File: src/rtl/spi_shift_engine.sv
// spi_shift_engine: SPI master shift engine for the SPI_APB peripheral.
// One DATA_WIDTH-bit word per transaction, all four CPOL/CPHA modes,
// MSB/LSB-first order, programmable SCLK half-period of clk_div+1 pclk cycles.
// Optional feature macro: SPI_SHIFT_LOOPBACK_EN adds a 'loopback' input that
// feeds the sampler from the internal mosi and keeps ss_n deasserted.
module spi_shift_engine #(
  parameter int DATA_WIDTH = 8,
  parameter int NUM_SS     = 4,
  parameter int DIV_WIDTH  = 8,
  localparam int SS_W      = (NUM_SS > 1) ? $clog2(NUM_SS) : 1
) (
  input  logic                  pclk,
  input  logic                  preset_n,
  input  logic                  start,
  input  logic [DATA_WIDTH-1:0] tx_data,
  input  logic                  cpol,
  input  logic                  cpha,
  input  logic                  lsb_first,
  input  logic [DIV_WIDTH-1:0]  clk_div,
  input  logic [SS_W-1:0]       ss_sel,
`ifdef SPI_SHIFT_LOOPBACK_EN
  input  logic                  loopback,
`endif
  output logic                  busy,
  output logic                  done,
  output logic [DATA_WIDTH-1:0] rx_data,
  output logic                  sclk,
  output logic                  mosi,
  input  logic                  miso,
  output logic [NUM_SS-1:0]     ss_n,
  output logic [1:0]            state_dbg
);

  // Handshake: start is a request that is taken only while busy is low (IDLE);
  // a start seen while busy is dropped, not queued. done pulses for one cycle
  // with busy already low, and a start in that same cycle is accepted.

  localparam logic [1:0] S_IDLE  = 2'd0;
  localparam logic [1:0] S_SETUP = 2'd1;
  localparam logic [1:0] S_XFER  = 2'd2;
  localparam logic [1:0] S_HOLD  = 2'd3;

  localparam int ECNT_W = $clog2(2 * DATA_WIDTH + 1);
  localparam logic [ECNT_W-1:0] LAST_EDGE = ECNT_W'(2 * DATA_WIDTH);
  localparam logic [ECNT_W-1:0] FIRST_EDGE = ECNT_W'(1);

  logic [1:0]            state;
  logic [DIV_WIDTH-1:0]  hcnt;
  logic [ECNT_W-1:0]     ecnt;
  logic [DATA_WIDTH-1:0] tx_sr;
  logic [DATA_WIDTH-1:0] rx_sr;
  logic [DATA_WIDTH-1:0] rx_q;
  logic [DIV_WIDTH-1:0]  div_q;
  logic                  cpol_q, cpha_q, lsb_q;
  logic                  busy_q, done_q, sclk_q, mosi_q;
  logic [NUM_SS-1:0]     ss_q;
  logic                  lb_q;

  logic                  half_end, last_half, tgl, leading;
  logic                  do_sample, do_shift, fin, rx_bit;
  logic [ECNT_W-1:0]     edge_t;
  logic [NUM_SS-1:0]     ss_dec;

  assign half_end  = (hcnt == div_q);
  assign last_half = (ecnt == LAST_EDGE);
  assign edge_t    = ecnt + 1'b1;
  assign leading   = edge_t[0];

  // SCLK toggles at the end of SETUP and of every XFER half-period but the last.
  always_comb begin
    tgl = 1'b0;
    if (state == S_SETUP)     tgl = half_end;
    else if (state == S_XFER) tgl = half_end && !last_half;
  end

  // CPHA=0 samples on leading edges and shifts on trailing ones (not the final);
  // CPHA=1 shifts on leading edges (the first just keeps the preloaded bit).
  always_comb begin
    do_sample = tgl && (cpha_q ? !leading : leading);
    do_shift  = tgl && (cpha_q ? (leading && (edge_t != FIRST_EDGE))
                               : (!leading && (edge_t != LAST_EDGE)));
    fin = ((state == S_XFER) && half_end && last_half && (div_q == '0)) ||
          ((state == S_HOLD) && half_end);
  end

`ifdef SPI_SHIFT_LOOPBACK_EN
  assign rx_bit = lb_q ? mosi_q : miso;
`else
  assign rx_bit = miso;
  assign lb_q   = 1'b0;
`endif

  // Decode the slave index; out-of-range indices and loopback select nobody.
  always_comb begin
    ss_dec = '1;
    for (int i = 0; i < NUM_SS; i++) begin
      if (ss_sel == SS_W'(i)) ss_dec[i] = 1'b0;
    end
`ifdef SPI_SHIFT_LOOPBACK_EN
    if (loopback) ss_dec = '1;
`endif
  end

  // Main sequencer: IDLE -> SETUP -> XFER -> HOLD -> IDLE, plus shift datapath.
  always_ff @(posedge pclk or negedge preset_n) begin
    if (!preset_n) begin
      state  <= S_IDLE;
      hcnt   <= '0;
      ecnt   <= '0;
      tx_sr  <= '0;
      rx_sr  <= '0;
      rx_q   <= '0;
      div_q  <= '0;
      cpol_q <= 1'b0;
      cpha_q <= 1'b0;
      lsb_q  <= 1'b0;
      busy_q <= 1'b0;
      done_q <= 1'b0;
      sclk_q <= 1'b0;
      mosi_q <= 1'b0;
      ss_q   <= '1;
    end else begin
      done_q <= 1'b0;
      case (state)
        S_IDLE: begin
          sclk_q <= cpol;
          if (start) begin
            state  <= S_SETUP;
            hcnt   <= '0;
            ecnt   <= '0;
            busy_q <= 1'b1;
            ss_q   <= ss_dec;
            tx_sr  <= tx_data;
            mosi_q <= lsb_first ? tx_data[0] : tx_data[DATA_WIDTH-1];
            cpol_q <= cpol;
            cpha_q <= cpha;
            lsb_q  <= lsb_first;
            div_q  <= clk_div;
          end
        end
        S_SETUP: begin
          hcnt <= half_end ? '0 : hcnt + 1'b1;
          if (half_end) state <= S_XFER;
        end
        S_XFER: begin
          hcnt <= half_end ? '0 : hcnt + 1'b1;
          if (half_end && last_half) begin
            state <= S_HOLD;
            hcnt  <= DIV_WIDTH'(1);
          end
        end
        S_HOLD: hcnt <= hcnt + 1'b1;
        default: state <= S_IDLE;
      endcase
      if (tgl) begin
        sclk_q <= ~sclk_q;
        ecnt   <= edge_t;
      end
      if (do_shift) begin
        if (lsb_q) begin
          tx_sr  <= tx_sr >> 1;
          mosi_q <= tx_sr[1];
        end else begin
          tx_sr  <= tx_sr << 1;
          mosi_q <= tx_sr[DATA_WIDTH-2];
        end
      end
      if (do_sample) begin
        if (lsb_q) rx_sr <= {rx_bit, rx_sr[DATA_WIDTH-1:1]};
        else       rx_sr <= {rx_sr[DATA_WIDTH-2:0], rx_bit};
      end
      if (fin) begin
        state  <= S_IDLE;
        hcnt   <= '0;
        ecnt   <= '0;
        busy_q <= 1'b0;
        done_q <= 1'b1;
        ss_q   <= '1;
        mosi_q <= 1'b0;
        sclk_q <= cpol_q;
        rx_q   <= rx_sr;
      end
    end
  end

`ifdef SPI_SHIFT_LOOPBACK_EN
  // Loopback select is captured with the rest of the transaction mode.
  always_ff @(posedge pclk or negedge preset_n) begin
    if (!preset_n)                      lb_q <= 1'b0;
    else if ((state == S_IDLE) && start) lb_q <= loopback;
  end
`endif

  assign busy      = busy_q;
  assign done      = done_q;
  assign rx_data   = rx_q;
  assign sclk      = sclk_q;
  assign mosi      = mosi_q;
  assign ss_n      = ss_q;
  assign state_dbg = state;

endmodule

File: config.mk
export PLATFORM = sky130hd
export DESIGN_NAME = spi_shift_engine
export DESIGN_NICKNAME = d
export VERILOG_FILES = /design/src/rtl/spi_shift_engine.sv
export SDC_FILE = /design/constraint.sdc
export NUM_CORES = 1
export LEC_CHECK = 0
export ABC_CLOCK_PERIOD_IN_PS = 3350
export BUFFER_PORTS_ARGS = -buffer_cell sky130_fd_sc_hd__buf_2
export CORE_MARGIN = 3
export CORE_UTILIZATION = 60
export CTS_BUF_LIST = sky130_fd_sc_hd__clkbuf_8
export DETAILED_ROUTE_END_ITERATION = 8
export HOLD_SLACK_MARGIN = 0.02
export MAX_ROUTING_LAYER = met4
export PLACE_DENSITY_LB_ADDON = 0.08
export SLEW_MARGIN = 20
export SYNTH_ARGS = -nofsm -noshare
export SYNTH_HDL_FRONTEND = slang
export SYNTH_SLANG_ARGS = --single-unit
File: constraint.sdc
create_clock -name pclk -period 3.35 [get_ports pclk]
set_clock_uncertainty 0.2 [all_clocks]
set_input_delay 0.1675 -clock pclk [delete_from_list [all_inputs] [get_ports pclk]]
set_output_delay 0.1675 -clock pclk [all_outputs]
set_load 0.005 [all_outputs]
# After elaboration in Yosys (flattened, before gate mapping)

Cells that the tools add are included.

$add $sub $neg: 2
Equality and inequality tests: 13
Multiplexer cells: 43
Bitwise logic cells: 1
Reduce and logical (&&, ||, !) cells: 31

Operator list:

| operator                                                        | number |
|---|---|
| 8-bit two-way mux                                               | 9 |
| 8-bit one-hot mux with 4 select lines                           | 1 |
| 1-bit two-way mux                                               | 21 |
| 5-bit two-way mux                                               | 4 |
| 4-bit two-way mux                                               | 3 |
| 3-bit nonzero test                                              | 4 |
| 1-bit logical AND                                               | 10 |
| 2-bit AND reduction                                             | 5 |
| 8-bit by 1-bit adder with 8-bit output, second input constant   | 1 |
| 2-bit == test, second input constant                            | 4 |
| 8-bit == test                                                   | 1 |
| 8-bit logical NOT                                               | 1 |
| 2-bit two-way mux                                               | 4 |
| 2-bit nonzero test                                              | 4 |
| 3-bit != test, second input constant                            | 2 |
| 2-bit one-hot mux with 3 select lines                           | 1 |
| 5-bit by 1-bit adder with 5-bit output, second input constant   | 1 |
| 5-bit == test, second input constant                            | 1 |
| 5-bit by 1-bit != test with 1-bit output, second input constant | 1 |
| 5-bit != test, second input constant                            | 1 |
| 2-bit by 1-bit == test with 1-bit output, second input constant | 2 |
| 2-bit logical NOT                                               | 2 |
| 4-bit AND reduction                                             | 1 |
| 4-bit nonzero test                                              | 1 |
| 4 further kinds                                                 | 5 |

Flip-flop bits (word level): 58
Input bits: 25
Output and inout port bits: 18
Word-level logic and storage cells: 105

# Logic depth before layout (Yosys ltp)

Gate-level depths: netlist (run 1).

Depth in word-level cells: 8
Depth in mapped cells: 9
Gate-level depth less buffers: 8

# Worst setup path after synthesis (run 1)

Ideal clock, no wire load.

Path kind: register -> register
Start: reg state[0], in the netlist state_dbg[0]
End: reg hcnt[3]
Library setup time: 0.066 ns
Arrival time: 1.848 ns
Data required time: 3.084 ns
Setup slack: 1.237 ns
Cell stages (with the launch flop): 10
Path buffers: 2
Period minus slack after synthesis: 2.113 ns
Path through: dfrtp_1 > inv_1 > ha_1 > buf_2 > nor3_1 > or2_2 > clkbuf_1 > or3_1 > o21ai_0 > a22o_1

Longest elaborated chain between the ends: 6

Ends and longest elaborated chain:

| item                                                                | line    | source |
|---|---|---|
| start, declared                                                     | 47      | `logic [1:0] state;` |
| start signal, assigned                                              | 107     | `state <= S_IDLE;` |
| start signal, assigned                                              | 128     | `state <= S_SETUP;` |
| start signal, assigned                                              | 143     | `if (half_end) state <= S_XFER;` |
| 2-bit == test                                                       | 82, 124 |  |
| 1-bit logical AND (3 in a row)                                      | 82      | `fin = ((state == S_XFER) && half_end && last_half && (div_q == '0)) \|\|` |
| 1-bit logical OR                                                    | 82      |  |
| 3-bit != test (no line) / 8-bit two-way mux (equally long branches) | --      |  |
| end signal, assigned                                                | 142     | `hcnt <= half_end ? '0 : hcnt + 1'b1;` |
| end signal, assigned                                                | 146     | `hcnt <= half_end ? '0 : hcnt + 1'b1;` |
| end signal, assigned                                                | 152     | `S_HOLD: hcnt <= hcnt + 1'b1;` |
| end, declared                                                       | 48      | `logic [DIV_WIDTH-1:0] hcnt;` |

Parallel ways exist; a longest one is shown, timed or not.
A chain may end at the register's enable or synchronous reset.

# Worst setup path in the final report (run 1)

Start: reg state[0], in the netlist state_dbg[0]
End: reg ss_q[3], in the netlist ss_n[3]

Longest elaborated chain between the ends: 7

Ends and longest elaborated chain:

| item                           | line | source |
|---|---|---|
| 2-bit == test                  | 82   |  |
| 1-bit logical AND (3 in a row) | 82   |  |
| 1-bit logical OR               | 82   |  |
| 2-bit nonzero test (no line)   | --   |  |
| 2-bit AND reduction (no line)  | --   |  |
| end signal, assigned           | 132  | `ss_q <= ss_dec;` |
| end, declared                  | 56   | `logic [NUM_SS-1:0] ss_q;` |

Parallel ways exist; a longest one is shown, timed or not.

==> results.md, run 1 <==
* Number of enable flip-flop cells after synthesis at 0
* Largest stage delay, worst path at 0.73 ns
* Vias in the first global route at 2703
* Area of the mapped netlist at 3260 sq um
* Area Overhead vs Synth at 21.3%
* Gr usage total at 0.275
* DIE HEIGHT at 79.7 microns
* Slew Viols, Final at 0
* CTS resizes at 0
* Synth cell types at 54
* RSZ-0062 raised after global routing: no
* Worst Max-Slew Pin Slew at 0.825 ns
* Post-synth top cells: 76 x nand2_1, 54 x dfrtp_1, 23 x mux2i_1, 19 x o21ai_0, 17 x mux2_2
* Final #Nets at 429
* Die Span X at 79.7 microns
* Cell Area, Placed at 3490 sq um
* Pin count of the biggest net entering global routing at 37
* Count leader, synth: nand2_1
* VDD IR-drop max at 0.000426 V
* Area fraction of the dominant cell type after synthesis at 0.415
* Clock Tree Root: clkbuf_8
* Async S/R FF share, synth at 1.00
* Fin. Hold Viols at 0
* Initial Util at 0.629
* Top-Level Pins at 43
* Tcrit/Tclk final at 0.845
* Clock Pin Slew Worst Setup and Hold Paths at 0.07 ns
* Rows at 26
* Detailed Route WL at 7690 microns
* Antenna diodes at 0
* Global-route wire length before repair at 13100 microns
* Critical Path AT at 2.89 ns
* Critical-path cell list: inv_1 -> ha_1 -> and2_1 -> nand3_1 -> dlygate4sd3_1 -> o21ai_0 -> nand2_1
* Ys Warns at 0
* R2R setup slack at 0.52 ns
* Placer Congestion at 0.866
* Final setup violation count at 0
* 1st-pass router iterations at 4
* Seq/Total Area, Yosys at 0.447
* Syn Inst Count at 334
* Share of cells above drive strength 1 at 0.226
* Area contributors post-synth: dfrtp_1 42%, nand2_1 8.8%, mux2i_1 7.1%, mux2_2 5.9%, dfstp_2 3.2%
* Max_slew headroom at 0.450
* Mean Syn Cell Area at 9.75 sq um
* Slack of the critical path at 0.518 ns
* H-tree level count at 3
* Pwr dens at 776 nW/um^2
* DRT iter0 DRCs at 209
* Setup TNS at 0 ns
* CTS Buf Count at 9
* Vias post-DR at 2737
* Placement Setup Slack at 0.814 ns
* CP required at 3.41 ns
* Final global-route overflow total at 0
* CP endpoint kind: flop
* Leak at 1.85 nW
* Max Fclk at 0.353 GHz
* Die ar. at 6350 sq um
* Worst Hold Class: in2reg
* Ys flop type: dfrtp_1
* Initial antenna violation count at 0
* Overall power at 3.07 mW
* Synth Net Count at 366
* Post-DRT Antenna Nets at 0
* Cell taking the most area after synthesis: dfrtp_1
* CP Class: reg2reg
* Setup crit start kind: flop
* Outcome: complete, no violations
* Post-route DRC at 0
* Clk_lat worst skew at 0.34 ns
* Routed len/inst at 16.3 microns
* Synth Register Bits at 58
* CTS tree: built
* Design Area, Final at 3950 sq um
* Hpwl dp at 4980 microns
* Crit path time final at 2.83 ns
* CP max-delay cell: and2_1
* Core Area at 5170 sq um
* DR vias/cell at 5.80
* Critical-path maximum fanout at 18
* Max Buffers Root-to-Sink at 2
* CTS Sinks at 58
* Max cap viols at 0
* Buffers on Ports at 42
[registers in the layout, summed over array words and instances (netlist names), 2 cells and up]
| register | cells |
|---|---|
| ecnt | 5 |
| rx_sr | 8 |
| div_q | 8 |
| rx_data | 8 |
| hcnt | 8 |
| state_dbg | 2 |
| ss_n | 4 |
| tx_sr | 8 |
[timing repair]
item	CTS	global route
buffers inserted	0	0
endpoints found under the hold margin	57	0
hold buffers	24	0
[stage by stage]
| step | cells | hold WS [ns] | utilization |
|---|---|---|---|
| floorplan | 334 | -0.328 | - |
| global placement | 432 | 0.0905 | 0.675 |
| detailed placement | 432 | 0.0954 | 0.675 |
| CTS | 472 | 0.0758 | 0.763 |
| global route | 472 | 0.100 | 0.763 |
| finish | 472 | 0.102 | 0.763 |
[worst max-delay path: cells and delay by family (launching register included)]
| kind | cells | cell delay, ns |
|---|---|---|
| AOI/OAI and AO/OA | 1 | 0.08 |
| adders and majority gates | 1 | 0.34 |
| buffers and inverters | 2 | 0.71 |
| DFF | 1 | 0.43 |
| and+or+nand+nor | 3 | 0.99 |
[power by group]
| part | leakage [nW] | internal (mW) | switching, mW |
|---|---|---|---|
| Combinational | 1.00 | 0.535 | 0.577 |
| Clock | 0.113 | 0.434 | 0.288 |
| Sequential | 0.733 | 0.950 | 0.281 |
[cells in the final DEF (no fill, tap or decap), drive strengths merged, types with 9 or more instances in the layout]
cell type and instances:
o21ai 19, nor2 12, nand3 9, xnor2 9, dlygate4sd3 24, clkbuf 10
mux2i 23, inv 9, buf 45, nor3 11, nand2 77, mux2 17
dfrtp 54
[layer usage]
metal,routed length [microns],vias to the layer above,global-route usage
met2,3740,87,0.425
met4,188,0,0.115
met3,379,17,0.0406
met1,3390,1328,0.365
li1,-,1305,-
met5,0,-,-
[layout make-up]
cell class | instances | area (sq um)
Clock buffer | 10 | 138
Tap cell | 70 | 87.6
Multi-Input combinational cell | 251 | 1680
Sequential cell | 58 | 1460
Timing Repair Buffer | 69 | 473
Clock inverter | 6 | 81.3
Fill cell | 365 | 1220
Inverter | 8 | 30.0
[logic make-up (layout without fill, tap and decap cells)]
family / count (synthesis) / in the layout / share of synthesized area
simple gates: 139 / 139 / 0.214
flops: 58 / 58 / 0.447
mux: 40 / 40 / 0.130
xor+xnor: 11 / 11 / 0.0319
fa+ha+maj: 7 / 7 / 0.0269
compound gates: 54 / 54 / 0.115
buf+inv: 25 / 93 / 0.0357
[path summary, 6_finish.rpt]
check,start,to,cells after the start
setup / recovery,state_dbg[0],ss_n[3],7
hold / removal,start,hcnt[1],4
setup reg to reg,state_dbg[0],ss_n[3],7
hold reg to reg,rx_data[0],rx_data[0],2
max in group asynchronous,preset_n,tx_sr[7],3
min in group asynchronous,preset_n,hcnt[4],2
Power figures use the tool's default switching activity.
==> run 2, diff against run 1 <==
ABC_CLOCK_PERIOD_IN_PS = 2500   (was 3350)
CORE_UTILIZATION = 54   (was 60)
clock period = 2.5 ns   (was 3.35 ns; I/O delays follow)
==> run 2 against run 1 <==
  * Critical path depth is the same
  * Design area is 2.3% higher
  * Clock power is 23% higher
  * Via count decreased by 3.2%
  * Die area up 10%
  * First-iteration DRC count decreased by 39%
  * Maximum frequency increased by 23%
  * Register-to-register slack worse by 0.32 ns
  * Clock-buffer cell count is the same
  * Non-clock buffer count increased by 11
  * Combinational power is 41% higher
  * Global-route usage decreased by 4.9 points
==> results.md, run 2 (synthesized netlist as in run 1, its figures left out) <==
* Outcome: complete, no violations
* Critical Path AT at 2.38 ns
* Area of the multi-input gates at 1690 sq um
* DIE HEIGHT at 83.6 microns
* Slack of the critical path at 0.200 ns
* Routed len/inst at 14.7 microns
* Vias post-DR at 2650
* Fin. Hold Viols at 0
* Rows at 27
* Final #Nets at 440
* Hpwl dp at 4880 microns
* Final global-route overflow total at 0
* H-tree level count at 3
* Cell Area, Placed at 3570 sq um
* Post-route DRC at 0
* CP Class: reg2reg
* Vias in the first global route at 2631
* Buffers on Ports at 42
* Leak at 1.90 nW
* Final cell count without fillers at 485
* Pin count of the biggest net entering global routing at 59
* Placer Congestion at 0.829
* DRT iter0 DRCs at 127
* Clk_lat worst skew at 0.34 ns
* Critical-path maximum fanout at 10
* CP endpoint kind: flop
* CTS tree: built
* Share of cells above drive strength 1 at 0.254
* Detailed Route WL at 7150 microns
* Tcrit/Tclk final at 0.920
* Slew Viols, Final at 0
* RSZ-0062 raised after global routing: no
* DR vias/cell at 5.46
* CTS Buf Count at 9
* Top-Level Pins at 43
* Max Buffers Root-to-Sink at 2
* Clock Pin Slew Worst Setup and Hold Paths at 0.07 ns
* Setup crit start kind: flop
* Critical-path cell list: inv_1 -> ha_1 -> nor3_1 -> or2_2 -> or3_1 -> o21ai_0 -> a22o_1
* CTS Sinks at 58
* Area Overhead vs Synth at 24.1%
* Commonest non-fill, non-tap cells in the layout: 76 x nand2_1, 54 x dfrtp_1, 42 x buf_2
* Placed insts at 444
* Clock Tree Root: clkbuf_8
* Setup TNS at 0 ns
* Max Fclk at 0.435 GHz
* Largest stage delay, worst path at 0.43 ns
* Crit path time final at 2.30 ns
* CP max-delay cell: dfrtp_1
* Max_slew headroom at 0.510
* Antenna diodes at 0
* Initial Util at 0.574
* Post-DRT Antenna Nets at 0
* Worst Hold Class: in2reg
* Placement Setup Slack at 0.135 ns
* Core Area at 5680 sq um
* Max cap viols at 0
* 1st-pass router iterations at 4
* Initial antenna violation count at 0
* Fillers at 428
* Die ar. at 7000 sq um
* Worst Max-Slew Pin Slew at 0.735 ns
* FF+latch area at 1460 sq um
* CP required at 2.58 ns
* Layout Utilization at 0.712
* Most common cell after layout, fill and taps aside: nand2_1
* Gr usage total at 0.227
* Global-route wire length before repair at 12600 microns
* Final setup violation count at 0
* Pwr dens at 1010 nW/um^2
* VDD IR-drop max at 0.000511 V
* Die Span X at 83.6 microns
* Design Area, Final at 4040 sq um
-- run 2: worst paths after layout --
path / start / to / slack, ns / cells after the start
worst min register to register: rx_data[7] / rx_data[7] / 0.27 / 2
worst min-delay path: start / hcnt[1] / 0.05 / 4
worst max register to register: state_dbg[0] / hcnt[3] / 0.20 / 7
worst max-delay path: state_dbg[0] / hcnt[3] / 0.20 / 7
max in group asynchronous: preset_n / tx_sr[5] / 1.35 / 3
min in group asynchronous: preset_n / div_q[4] / 0.26 / 3
-- run 2: worst max-delay path: cells and delay by family (launching register included) --
| kind | cells | cell delay (ns) |
|---|---|---|
| adder cells (fa/ha/maj) | 1 | 0.42 |
| flip-flops | 1 | 0.43 |
| AO/OA/AOI/OAI | 2 | 0.24 |
| buffers and inverters | 1 | 0.10 |
| AND/OR/NAND/NOR | 3 | 0.86 |
-- run 2: area by class of cell --
cell class                 count  area share
clock buffer                  10      0.0341
clock inverter                 6      0.0161
inverter                       8     0.00743
multi-input combinational    251       0.419
sequential                    58       0.360
tap                           72      0.0223
timing repair buffer          80       0.141
-- run 2: power by group --
group	switching (mW)	internal (mW)	leakage [nW]
clock network	0.401	0.489	0.103
logic	0.780	0.779	1.06
registers	0.342	1.27	0.733
-- run 2: metrics by stage --
stage | hold slack (ns) | power, mW
floorplan | -0.371 | 2.69
global placement | 0.113 | 3.10
detailed placement | 0.119 | 3.14
CTS | 0.0233 | 4.07
global route | 0.0753 | 4.37
finish | 0.0455 | 4.06
-- run 2: metal layers --
metal,vias up,track usage,wire length [microns]
met5,-,-,0
met4,0,0.0877,141
met3,11,0.0326,182
met2,39,0.348,3430
met1,1273,0.305,3390
li1,1327,-,-
-- run 2: timing repair --
| action | in CTS | in global routing |
|---|---|---|
| hold buffers | 24 | 0 |
| resized for setup | 0 | 2 |
| hold endpoints to repair | 80 | 0 |
| endpoints found under the setup margin | 0 | 11 |
| buffers inserted | 0 | 1 |
